$ cat config.mk
export PLATFORM = sky130hd
export DESIGN_NAME = div_unit
export DESIGN_NICKNAME = d
export VERILOG_FILES = /design/src/rtl/div_unit.sv
export SDC_FILE = /design/constraint.sdc
export NUM_CORES = 1
export LEC_CHECK = 0
export ABC_AREA = 1
export BUFFER_PORTS_ARGS = -buffer_cell sky130_fd_sc_hd__buf_2
export CAP_MARGIN = 10
export CORE_UTILIZATION = 55
export CTS_BUF_LIST = sky130_fd_sc_hd__clkbuf_4
export DETAILED_ROUTE_END_ITERATION = 10
export GPL_TIMING_DRIVEN = 1
export PLACE_DENSITY = 0.73
export SLEW_MARGIN = 20
export SYNTH_ARGS = -nofsm -noshare
export SYNTH_HDL_FRONTEND = slang
export SYNTH_SLANG_ARGS = --single-unit
$ cat constraint.sdc
create_clock -name clk -period 5.1 [get_ports clk]
set_clock_uncertainty 0.15 [all_clocks]
set_input_delay 1.02 -clock clk [delete_from_list [all_inputs] [get_ports clk]]
set_output_delay 1.02 -clock clk [all_outputs]
set_load 0.02 [all_outputs]
$ cat src/rtl/div_unit.sv
// ============================================================================
// Module      : div_unit
// Description : Radix-2 restoring divider for DIV/DIVU, one quotient bit per
//               cycle, with execute-stage stall generation and {HI, LO} result.
// Revision    : 1.0 - initial release
// ============================================================================
`default_nettype none

module div_unit #(
    parameter int WIDTH = 32
) (
    input  logic                 clk,
    input  logic                 rst,
    input  logic                 startE,
    input  logic                 signedE,
    input  logic [WIDTH-1:0]     srcaE,
    input  logic [WIDTH-1:0]     srcbE,
    input  logic                 annulE,
    output logic                 div_stallE,
    output logic                 readyE,
    output logic [2*WIDTH-1:0]   resultE
);

    localparam int CNT_W = $clog2(WIDTH);

    typedef enum logic [1:0] {
        IDLE = 2'd0,
        RUN  = 2'd1,
        DONE = 2'd2
    } state_t;

    state_t                r_state;
    logic [WIDTH-1:0]      r_rem;
    logic [WIDTH-1:0]      r_quo;
    logic [WIDTH-1:0]      r_divisor;
    logic [CNT_W-1:0]      r_count;
    logic                  r_quoNeg;
    logic                  r_remNeg;
    logic [2*WIDTH-1:0]    r_pending;
    logic [2*WIDTH-1:0]    r_result;

    logic [WIDTH-1:0]      w_absA;
    logic [WIDTH-1:0]      w_absB;
    logic [WIDTH:0]        w_shifted;
    logic [WIDTH:0]        w_diff;
    logic                  w_neg;
    logic [WIDTH-1:0]      w_nextRem;
    logic [WIDTH-1:0]      w_nextQuo;
    logic [WIDTH-1:0]      w_finalRem;
    logic [WIDTH-1:0]      w_finalQuo;
    logic                  w_lastBit;

    assign w_absA = (signedE && srcaE[WIDTH-1]) ? -srcaE : srcaE;
    assign w_absB = (signedE && srcbE[WIDTH-1]) ? -srcbE : srcbE;

    // Partial remainder is always below the divisor, so a WIDTH+1-bit
    // difference is enough for its top bit to act as the borrow.
    assign w_shifted  = {r_rem, r_quo[WIDTH-1]};
    assign w_diff     = w_shifted - {1'b0, r_divisor};
    assign w_neg      = w_diff[WIDTH];
    assign w_nextRem  = w_neg ? w_shifted[WIDTH-1:0] : w_diff[WIDTH-1:0];
    assign w_nextQuo  = {r_quo[WIDTH-2:0], ~w_neg};
    assign w_finalQuo = r_quoNeg ? -w_nextQuo : w_nextQuo;
    assign w_finalRem = r_remNeg ? -w_nextRem : w_nextRem;
    assign w_lastBit  = (r_count == CNT_W'(WIDTH - 1));

    assign div_stallE = ((r_state == IDLE) && startE && !annulE) ||
                        ((r_state == RUN) && !annulE);
    assign readyE     = (r_state == DONE) && !annulE;

    // The new result is visible during DONE but only committed when the
    // instruction actually leaves execute, so an annul in DONE leaves it intact.
    assign resultE    = ((r_state == DONE) && !annulE) ? r_pending : r_result;

    always_ff @(posedge clk) begin
        if (!rst) begin
            r_state   <= IDLE;
            r_rem     <= '0;
            r_quo     <= '0;
            r_divisor <= '0;
            r_count   <= '0;
            r_quoNeg  <= 1'b0;
            r_remNeg  <= 1'b0;
            r_pending <= '0;
            r_result  <= '0;
        end else if (annulE) begin
            r_state <= IDLE;
        end else begin
            case (r_state)
                IDLE: begin
                    if (startE) begin
                        r_rem     <= '0;
                        r_count   <= '0;
                        r_quo     <= w_absA;
                        r_divisor <= w_absB;
                        r_quoNeg  <= signedE && (srcaE[WIDTH-1] ^ srcbE[WIDTH-1]);
                        r_remNeg  <= signedE && srcaE[WIDTH-1];
                        if (srcbE == '0) begin
                            r_pending <= {srcaE, {WIDTH{1'b1}}};
                            r_state   <= DONE;
                        end else begin
                            r_state   <= RUN;
                        end
                    end
                end
                RUN: begin
                    r_rem   <= w_nextRem;
                    r_quo   <= w_nextQuo;
                    r_count <= r_count + 1'b1;
                    if (w_lastBit) begin
                        r_pending <= {w_finalRem, w_finalQuo};
                        r_state   <= DONE;
                    end
                end
                DONE: begin
                    r_result <= r_pending;
                    r_state  <= IDLE;
                end
                default: r_state <= IDLE;
            endcase
        end
    end

endmodule

`default_nettype wire

==> reports/results.env, run 1 <==
OUTCOME='complete, no violations'
ANT_NETS=0
SYNTH_MUX_AREA_FRAC=0
SYNTH_SEQ_CELLS=233
FINAL_HOLD_VIOLATION_COUNT=0
WIRE_PER_INST_UM=17.5
CLOCK-SINKS=233
CP_SLOWEST_STAGE_DELAY_NS=0.42
HOLDWS_NS=0.314
GRT_ANTENNA_BEFORE_REPAIR=1
DRT-INITIAL-DRC-COUNT=1417
TIMING.CRITICAL_PATH.MODE_CELL='nand2_1'
REQUIRED_NS=5.48
TIMING.FINAL.WS_SETUP_NS=0.568
GR-USAGE-ALL-LAYERS=0.361
GRT_REMAINING_OVERFLOW=0
POST-SYNTH-TOP-AREA-FRACTION=0.289
NUMCTSBUFFERS=67
MAXCAPVIOLATIONS=0
PIN_COUNT_OF_THE_BIGGEST_NET_ENTERING_GLOBAL_ROUTING=104
SYNTHDISTINCTLIBCELLS=58
FIN_CRIT_NS=4.53
DPL_WORST_SLACK_NS=0.543
POST_SYNTH_XOR_AREA_FRACTION=0.0271
SETUP_VIOLATIONS=0
WORST_SKEW_PAIR.LATE_LATENCY_NS=0.69
PIN_COUNT=135
CTS-ROOT-TO-SINK-BUFFERS=3
WORST_SLEW_MARGIN_REL=0.445
FIN_TNS_SETUP_NS=0
WORST-ENDPOINT-ARRIVAL_NS=4.91
DRT_VIA_DENSITY=5.54
WORSTSETUPENDPOINTTYPE='flip-flop'
FLOORPLAN.DIE.HEIGHT_UM=173
FLOORPLAN.INITIALDENSITY=0.561
IR_WORST_VDD_mV=0.158
YOSYS_WARNINGS=0
CTS-ROOT-BUF='clkbuf_4'
CTSRESIZECOUNT=0
CORE-AREA_MM2=0.0288
GRT_FIRST_PASS_WIRELENGTH_UM=85600
FIRST_PASS_ITERS=5
PLACEMENTROWS=62
SYNTH.CELL_AREA_MM2=0.0162
POSTCTSSETUPBUFFERS=0
VIAS=17299
PATH_CLASS='reg2reg'
POST_ROUTE_CELLS_DRIVE_ABOVE_1_SHARE=0.152
PATH_BUF_INV=4
DETAILED_PLACE.AREA_MM2=0.0171
SYNTH_ENABLE_FLOP_CELLS=0
SYNTH_TOP_FAMILY_BY_AREA='simple AND/OR/NAND/NOR gates'
CTS_HOLD_BUF=0
DRC_ERRORS=0
SYNTHARSTFLOPSHARE=0
STDCELL_AREA_MM2=0.0179
PORT_BUFFERS=134
VIAS_IN_THE_FIRST_GLOBAL_ROUTE=16392
P_LEAK_nW=8.89
SYNTH-COMPOUND-AREA-SHARE=0.206
RSZ_0062_RAISED_AFTER_GLOBAL_ROUTING='false'
SYNTH_FP_NETS=2690
CRITPATHLAUNCHTYPE='flip-flop'
POWER_DENSITY_RELATIVE_TO_CELL_AREA_mW_PER_MM2=267
SYNTH-SIMPLE-AREA-SHARE=0.313
DIE_WIDTH_UM=173
ROUTED_WIRELENGTH_UM=54700
CTS_HTREE_LEVELS=3
CRITICAL_PATH.TOP_DELAY_FAMILY='simple AND/OR/NAND/NOR gates'
TIGHTEST_SLEW_NS=0.827
WORST-PATH-MAX-FANOUT=14
FINAL_MAX_SLEW_VIOLATION_COUNT=0
FINAL_NET_COUNT=2807
SYNTH_AREA_LEADERS='dfxtp_1 (29%), nand2_1 (14%), inv_1 (10%)'
HP-CLASS='reg2reg'
SLOWEST_STAGE_CELL_ON_THE_CRITICAL_PATH='fa_1'
SYNTH_SEQ_AREA_SHARE=0.289
FINAL_CELL_COUNT_NO_FILL=3122
PLACE_INST=3014
YOSYS.AREA_SHARE.ADDER=0.0307
WORST_SETUP_HOLD_PATH_CLK_SLEW_NS=0.07
FMAX_GHz=0.221
SYNTHESIS.AREA_PER_INSTANCE_UM2=6.26
POSTSYNTH.TOPFLOPCELL='dfxtp_1'
NETLIST_INSTANCES=2582
SYNTH.LARGEST_AREA_CELL='dfxtp_1'
TRITONCTS='built'
DIEAREA_MM2=0.0301
GPL.FINAL_WEIGHTED_CONGESTION=1.01
FINAL.PERIOD_UTILIZATION=0.889
DP_WIRELENGTH_UM=41400
AREA_GROWTH_PCT=11.1
[worst paths after layout]
| path | from | endpoint | slack, ns | depth (start not counted) |
|---|---|---|---|---|
| max | r_quo[31] | r_pending[26] | 0.57 | 28 |
| min | r_pending[21] | r_pending[21] | 0.31 | 2 |
| max reg2reg | r_quo[31] | r_pending[26] | 0.57 | 28 |
| min reg2reg | r_pending[21] | r_pending[21] | 0.31 | 2 |
[area by class of cell]
type | count | area, um^2
tap | 384 | 480
sequential | 233 | 4660
clock buffer | 93 | 698
multi-input combinational | 1786 | 9340
timing repair buffer | 165 | 941
antenna | 1 | 2.50
fill | 2881 | 10800
inverter | 446 | 1680
clock inverter | 14 | 140
[sequential cells by signal, indices dropped and copies added (netlist names)]
signal / flops
r_result: 64
r_pending: 64
r_divisor: 32
r_count: 5
r_rem: 32
r_state: 2
r_remNeg: 1
r_quo: 32
r_quoNeg: 1
[power breakdown]
group          internal (mW)  total [mW]  switching, mW
Sequential              1.88        1.93         0.0453
Clock                  0.984        1.80          0.812
Combinational          0.323        1.07          0.751
[cell usage after synthesis (6+ instances only)]
cell type / n
a211oi_1: 70
a21oi_1: 254
a21oi_2: 7
a221oi_1: 12
a31oi_1: 23
buf_2: 9
clkbuf_1: 95
dfxtp_1: 233
ha_1: 38
inv_1: 439
nand2_1: 588
nand2_2: 27
nand2_4: 7
nand3_1: 146
nand3b_1: 11
nand4_1: 22
nor2_1: 186
nor2_2: 12
nor3_1: 36
nor4_1: 10
o211ai_1: 31
o21ai_0: 110
o21ai_1: 7
o21bai_1: 6
o221ai_1: 7
o22ai_1: 7
o31ai_1: 8
or2_2: 72
xnor2_1: 21
xor2_1: 29
[cell families (layout without fill, tap and decap cells)]
kind of cell	count (synthesis)	in the layout
AOI/OAI and AO/OA	563	563
xor gates and xnor gates	50	50
adders and majority gates	39	39
buffers and inverters	563	718
DFF	233	233
other	0	1
and+or+nand+nor	1134	1134
[cells in the final DEF (no fill, tap or decap), drive strengths merged, types with 4 or more instances in the layout]
master | synthesis | layout
clkinv | 2 | 9
a221oi | 12 | 12
o221ai | 7 | 7
ha | 38 | 38
nor2 | 199 | 199
nand2 | 623 | 623
nor3 | 39 | 39
a31oi | 23 | 23
o21bai | 6 | 6
dfxtp | 233 | 233
o21ai | 120 | 120
o31ai | 8 | 8
or2 | 72 | 72
o311ai | 5 | 5
nand3b | 11 | 11
buf | 22 | 165
a21oi | 262 | 262
nor4 | 10 | 10
nand4 | 22 | 22
a211oi | 70 | 70
xor2 | 29 | 29
nand3 | 152 | 152
xnor2 | 21 | 21
clkbuf | 95 | 93
inv | 444 | 447
o22ai | 7 | 7
o211ai | 31 | 31
and2 | 4 | 4
[metrics by stage]
step	total power, mW	utilization
floorplan	2.69	-
global placement	3.01	0.594
detailed placement	3.02	0.594
CTS	4.82	0.623
global route	5.05	0.623
finish	4.80	0.623
[tightest hold or removal path: stages (launching register included)]
cell     delay, ns
dfxtp_1       0.31
nand2_1       0.06
a21oi_1       0.05
[metal layers]
metal  track usage  routed length [um]  part of all wire
met1         0.427               22400              0.41
met2         0.617               25500              0.47
met3        0.0419                3250             0.059
met4         0.244                3580             0.065
met5             0                   0                 0
No activity file was read; power rests on OpenSTA's default activity.
==> inputs of run 2 (changes only) <==
Settings changed: ABC_AREA 1 to 0, PLACE_DENSITY 0.73 to 0.74.
==> reports/results.env, run 2 <==
GRT_ANTENNA_BEFORE_REPAIR=2  # +1
RR_STARTPOINT='r_quo[31]'
DP_WIRELENGTH_UM=28400  # -31%
GRT_FIRST_PASS_WIRELENGTH_UM=62600  # -27%
WORST-PATH-MAX-FANOUT=4  # -10
SYNTH_SEQ_AREA_SHARE=0.329  # +0.0405
WORST_SLEW_MARGIN_REL=0.329  # -0.116
CRITPATHLAUNCHTYPE='flip-flop'
NUMCTSBUFFERS=61  # -9.0%
FINAL_CELL_MIX='dfxtp_1 (232), nor2_1 (226), a21oi_1 (156), buf_2 (134), nand2_1 (128)'
DRC_ERRORS=0  # unchanged
FINAL.PERIOD_UTILIZATION=0.966  # +0.0774
FIN_TNS_SETUP_NS=0  # unchanged
LEADING_CELL_TYPE_IN_THE_LAYOUT_FILL_AND_TAPS_EXCLUDED='dfxtp_1'
PIN_COUNT=135  # unchanged
SYNTH.LARGEST_AREA_CELL='dfxtp_1'
DPL_WORST_SLACK_NS=0.0113  # -0.532 ns
TIGHTEST_SLEW_NS=1.01  # +0.179 ns
MULTI_INPUT_AREA_MM2=0.00891  # -4.6%
POST-SYNTH-TOP-AREA-FRACTION=0.329  # +0.0405
YOSYS_WARNINGS=0  # unchanged
LARGEST_REGISTERS='r_pending (64), r_result (64)'
REG2REG_SLACK_NS=0.17  # -0.39 ns
ANT_NETS=0  # unchanged
POWER_DENSITY_RELATIVE_TO_CELL_AREA_mW_PER_MM2=262  # -2.1%
CTS-ROOT-TO-SINK-BUFFERS=3  # unchanged
WORST_SETUP_HOLD_PATH_CLK_SLEW_NS=0.07  # about the same
STDCELL_AREA_MM2=0.0161  # -10%
WORSTREG2REGEND='r_pending[62]'
SHARE_COMB_OF_TOTAL_POWER=0.190  # -0.034
CORE-AREA_MM2=0.0253  # -12%
SYNTH.MOST_COMMON_CELL='dfxtp_1'
POWER.SHARE.SWITCHING=0.307  # -0.0280
DETAILED_PLACE.AREA_MM2=0.0153  # -10%
FINAL_HOLD_VIOLATION_COUNT=0  # unchanged
SYNTH_ENABLE_FLOP_CELLS=0  # unchanged
DRT_VIA_DENSITY=5.83  # +5.3%
FIRST_PASS_ITERS=7  # +2
DRT-INITIAL-DRC-COUNT=969  # -32%
WORST_SKEW_PAIR.LATE_LATENCY_NS=0.71  # +0.02 ns
P_LEAK_nW=6.61  # -26%
WORST-ENDPOINT-ARRIVAL_NS=5.35  # +0.44 ns
OUTCOME='complete, no violations'
WORST_HOLD_END='r_divisor[22]'
INTERNAL_POWER_mW=2.91  # -8.7%
SYNTH.CELL_AREA_MM2=0.0142  # -12%
DIE_WIDTH_UM=162  # -6.3%
FLOORPLAN.DIE.HEIGHT_UM=162  # -6.3%
TIMING.FINAL.WS_SETUP_NS=0.174  # -0.395 ns
STARTPOINT_OF_THE_LOWEST_SLACK_HOLD_PATH='r_divisor[22]'
PORT_BUFFERS=134  # unchanged
MAXCAPVIOLATIONS=0  # unchanged
TRITONCTS='built'
FINAL_NET_COUNT=2043  # -27%
CLOCK-SINKS=233  # unchanged
MOST_COMMON_LIBRARY_CELLS_AFTER_SYNTHESIS='dfxtp_1 (233), nor2_1 (228), a21oi_1 (157), nand2_1 (128), o21ai_0 (105)'
PATH_CLASS='reg2reg'
SEQ_POWER_SHARE=0.455  # +0.053
VIAS=13438  # -22%
HP-CLASS='reg2reg'
GR-USAGE-ALL-LAYERS=0.292  # -0.0698
UTILIZATION=0.636  # +0.0126
FIN_CRIT_NS=4.93  # +0.395 ns
DIEAREA_MM2=0.0264  # -12%
RELATIVE_CONTRIBUTION_OF_THE_CLOCK_NETWORK_TO_TOTAL_POWER=0.355  # -0.019
CTS-ROOT-BUF='clkbuf_4'
MIN_PATH_CELLS=2  # unchanged
FMAX_GHz=0.203  # -8.0%
CELLS_ON_WORST_REG2REG_PATH=20  # -29%
SYNTHARSTFLOPSHARE=0  # unchanged
SETUP_VIOLATIONS=0  # unchanged
NETLIST_INSTANCES=1790  # -31%
SWITCHING_POWER_mW=1.29  # -20%
PIN_COUNT_OF_THE_BIGGEST_NET_ENTERING_GLOBAL_ROUTING=98  # -5.8%
VIAS_IN_THE_FIRST_GLOBAL_ROUTE=12573  # -23%
REQUIRED_NS=5.52  # +0.04 ns
SYNTH_SEQ_CELLS=233  # unchanged
SYNTHDISTINCTLIBCELLS=79  # +36%
WIRE_PER_INST_UM=16.7  # -4.8%
PLACEMENTROWS=58  # -6.5%
N_FILL_CELL=2336  # -19%
FINAL_MAX_SLEW_VIOLATION_COUNT=0  # unchanged
POSTSYNTH.TOPFLOPCELL='dfxtp_1'
ROUTED_WIRELENGTH_UM=38400  # -30%
SYNTHESIS.AREA_PER_INSTANCE_UM2=7.91  # +26%
POST_ROUTE_CELLS_DRIVE_ABOVE_1_SHARE=0.197  # +0.0458
CTS_HTREE_LEVELS=2  # -1
GPL.FINAL_WEIGHTED_CONGESTION=0.897  # -12%
SYNTH_FP_NETS=1898  # -29%
GRT_REMAINING_OVERFLOW=0  # unchanged
FF_LATCH_AREA_MM2=0.00467  # about the same
SYNTH_AREA_LEADERS='dfxtp_1 (33%), nor2_1 (6.0%), a21oi_1 (5.5%)'
AREA_GROWTH_PCT=13.4
WORSTSETUPENDPOINTTYPE='flip-flop'
FLOORPLAN.INITIALDENSITY=0.561  # about the same
POWER.TOTAL_mW=4.20  # -12%
IR_WORST_VDD_mV=0.154  # -2.4%
[run 2: cell count changes after synthesis, moves of 26 or more]
| cell | previous run | this run |
|---|---|---|
| nand2_1 | 588 | 128 |
| inv_1 | 439 | 55 |
| nand3_1 | 146 | 24 |
| a21oi_1 | 254 | 157 |
| and2_1 | 3 | 74 |
| or2_2 | 72 | 3 |
| mux2_2 | 0 | 66 |
| xnor2_1 | 21 | 70 |
| nor2_1 | 186 | 228 |
| xor2_1 | 29 | 65 |
| nand2_2 | 27 | 1 |
[run 2: cells by family (layout without fill, tap and decap cells)]
logic type | Yosys count | after routing | share of synthesized area
other | 0 | 3 | 0
adders and majority gates | 39 | 39 | 0.0350
xor gates and xnor gates | 135 | 135 | 0.0835
muxes | 84 | 84 | 0.0652
buffers and inverters | 173 | 353 | 0.0472
DFF | 233 | 233 | 0.329
and+or+nand+nor | 610 | 610 | 0.205
AOI/OAI and AO/OA | 516 | 516 | 0.235
[run 2: metrics by stage]
step | hold slack, ns | std cells
2_1_floorplan | 0.282 | 1790
3_3_place_gp | 0.292 | 2201
3_5_place_dp | 0.298 | 2201
4_1_cts | 0.307 | 2299
5_1_grt | 0.334 | 2301
6_report | 0.305 | 2303
[run 2: final cells by class]
cell class | instances | share of cell area
Clock inverter | 15 | 0.00413
Sequential cell | 233 | 0.290
Tap cell | 330 | 0.0257
Inverter | 58 | 0.0137
Timing Repair Buffer | 197 | 0.0720
Antenna cell | 3 | 0.000467
Multi-Input combinational cell | 1384 | 0.555
Clock buffer | 83 | 0.0388
[run 2: worst max path at each step]
stage,cells past startpoint,startpoint,endpoint
floorplan,23,r_quo[31],r_pending[62]
global placement,18,r_divisor[29],r_pending[62]
detailed placement,20,r_quo[31],r_pending[62]
CTS,20,r_quo[31],r_pending[62]
global route,20,r_quo[31],r_pending[62]
finish,20,r_quo[31],r_pending[62]
[run 2: power by group through the flow]
stage | Sequential [mW] | Clock [mW] | Combinational [mW]
floorplan | 1.94 | 0 | 0.561
detailed placement | 1.95 | 0 | 0.786
global route | 1.92 | 1.64 | 0.885
finish | 1.91 | 1.49 | 0.799
CTS | 1.91 | 1.53 | 0.790
global placement | 1.95 | 0 | 0.776
[run 2: routing by layer]
layer,track usage,vias up,wire [um]
li1,-,6753,-
met1,0.380,6194,17500
met2,0.483,407,17700
met3,0.0387,84,2000
met4,0.124,0,1210
met5,0,-,0
[run 2: repair_timing]
action	CTS	global route
resized for setup	0	5
setup endpoints to repair	0	5
hold buffers	0	0
setup buffers	0	1
[run 2: worst max-delay path, cell delays in order, from the launching register on]
cell,delay (ns)
dfxtp_2,0.34
inv_1,0.06
ha_1,0.16
inv_1,0.06
fa_1,0.40
a211oi_2,0.27
o211ai_1,0.17
nand3_2,0.16
a211oi_4,0.09
o21a_2,0.24
nor2_4,0.15
mux2i_2,0.27
ha_2,0.23
nand2b_1,0.06
a2111oi_1,0.52
and3b_1,0.28
a31oi_2,0.15
or4_4,0.50
nor3_2,0.22
mux2i_1,0.23
a211oi_2,0.08
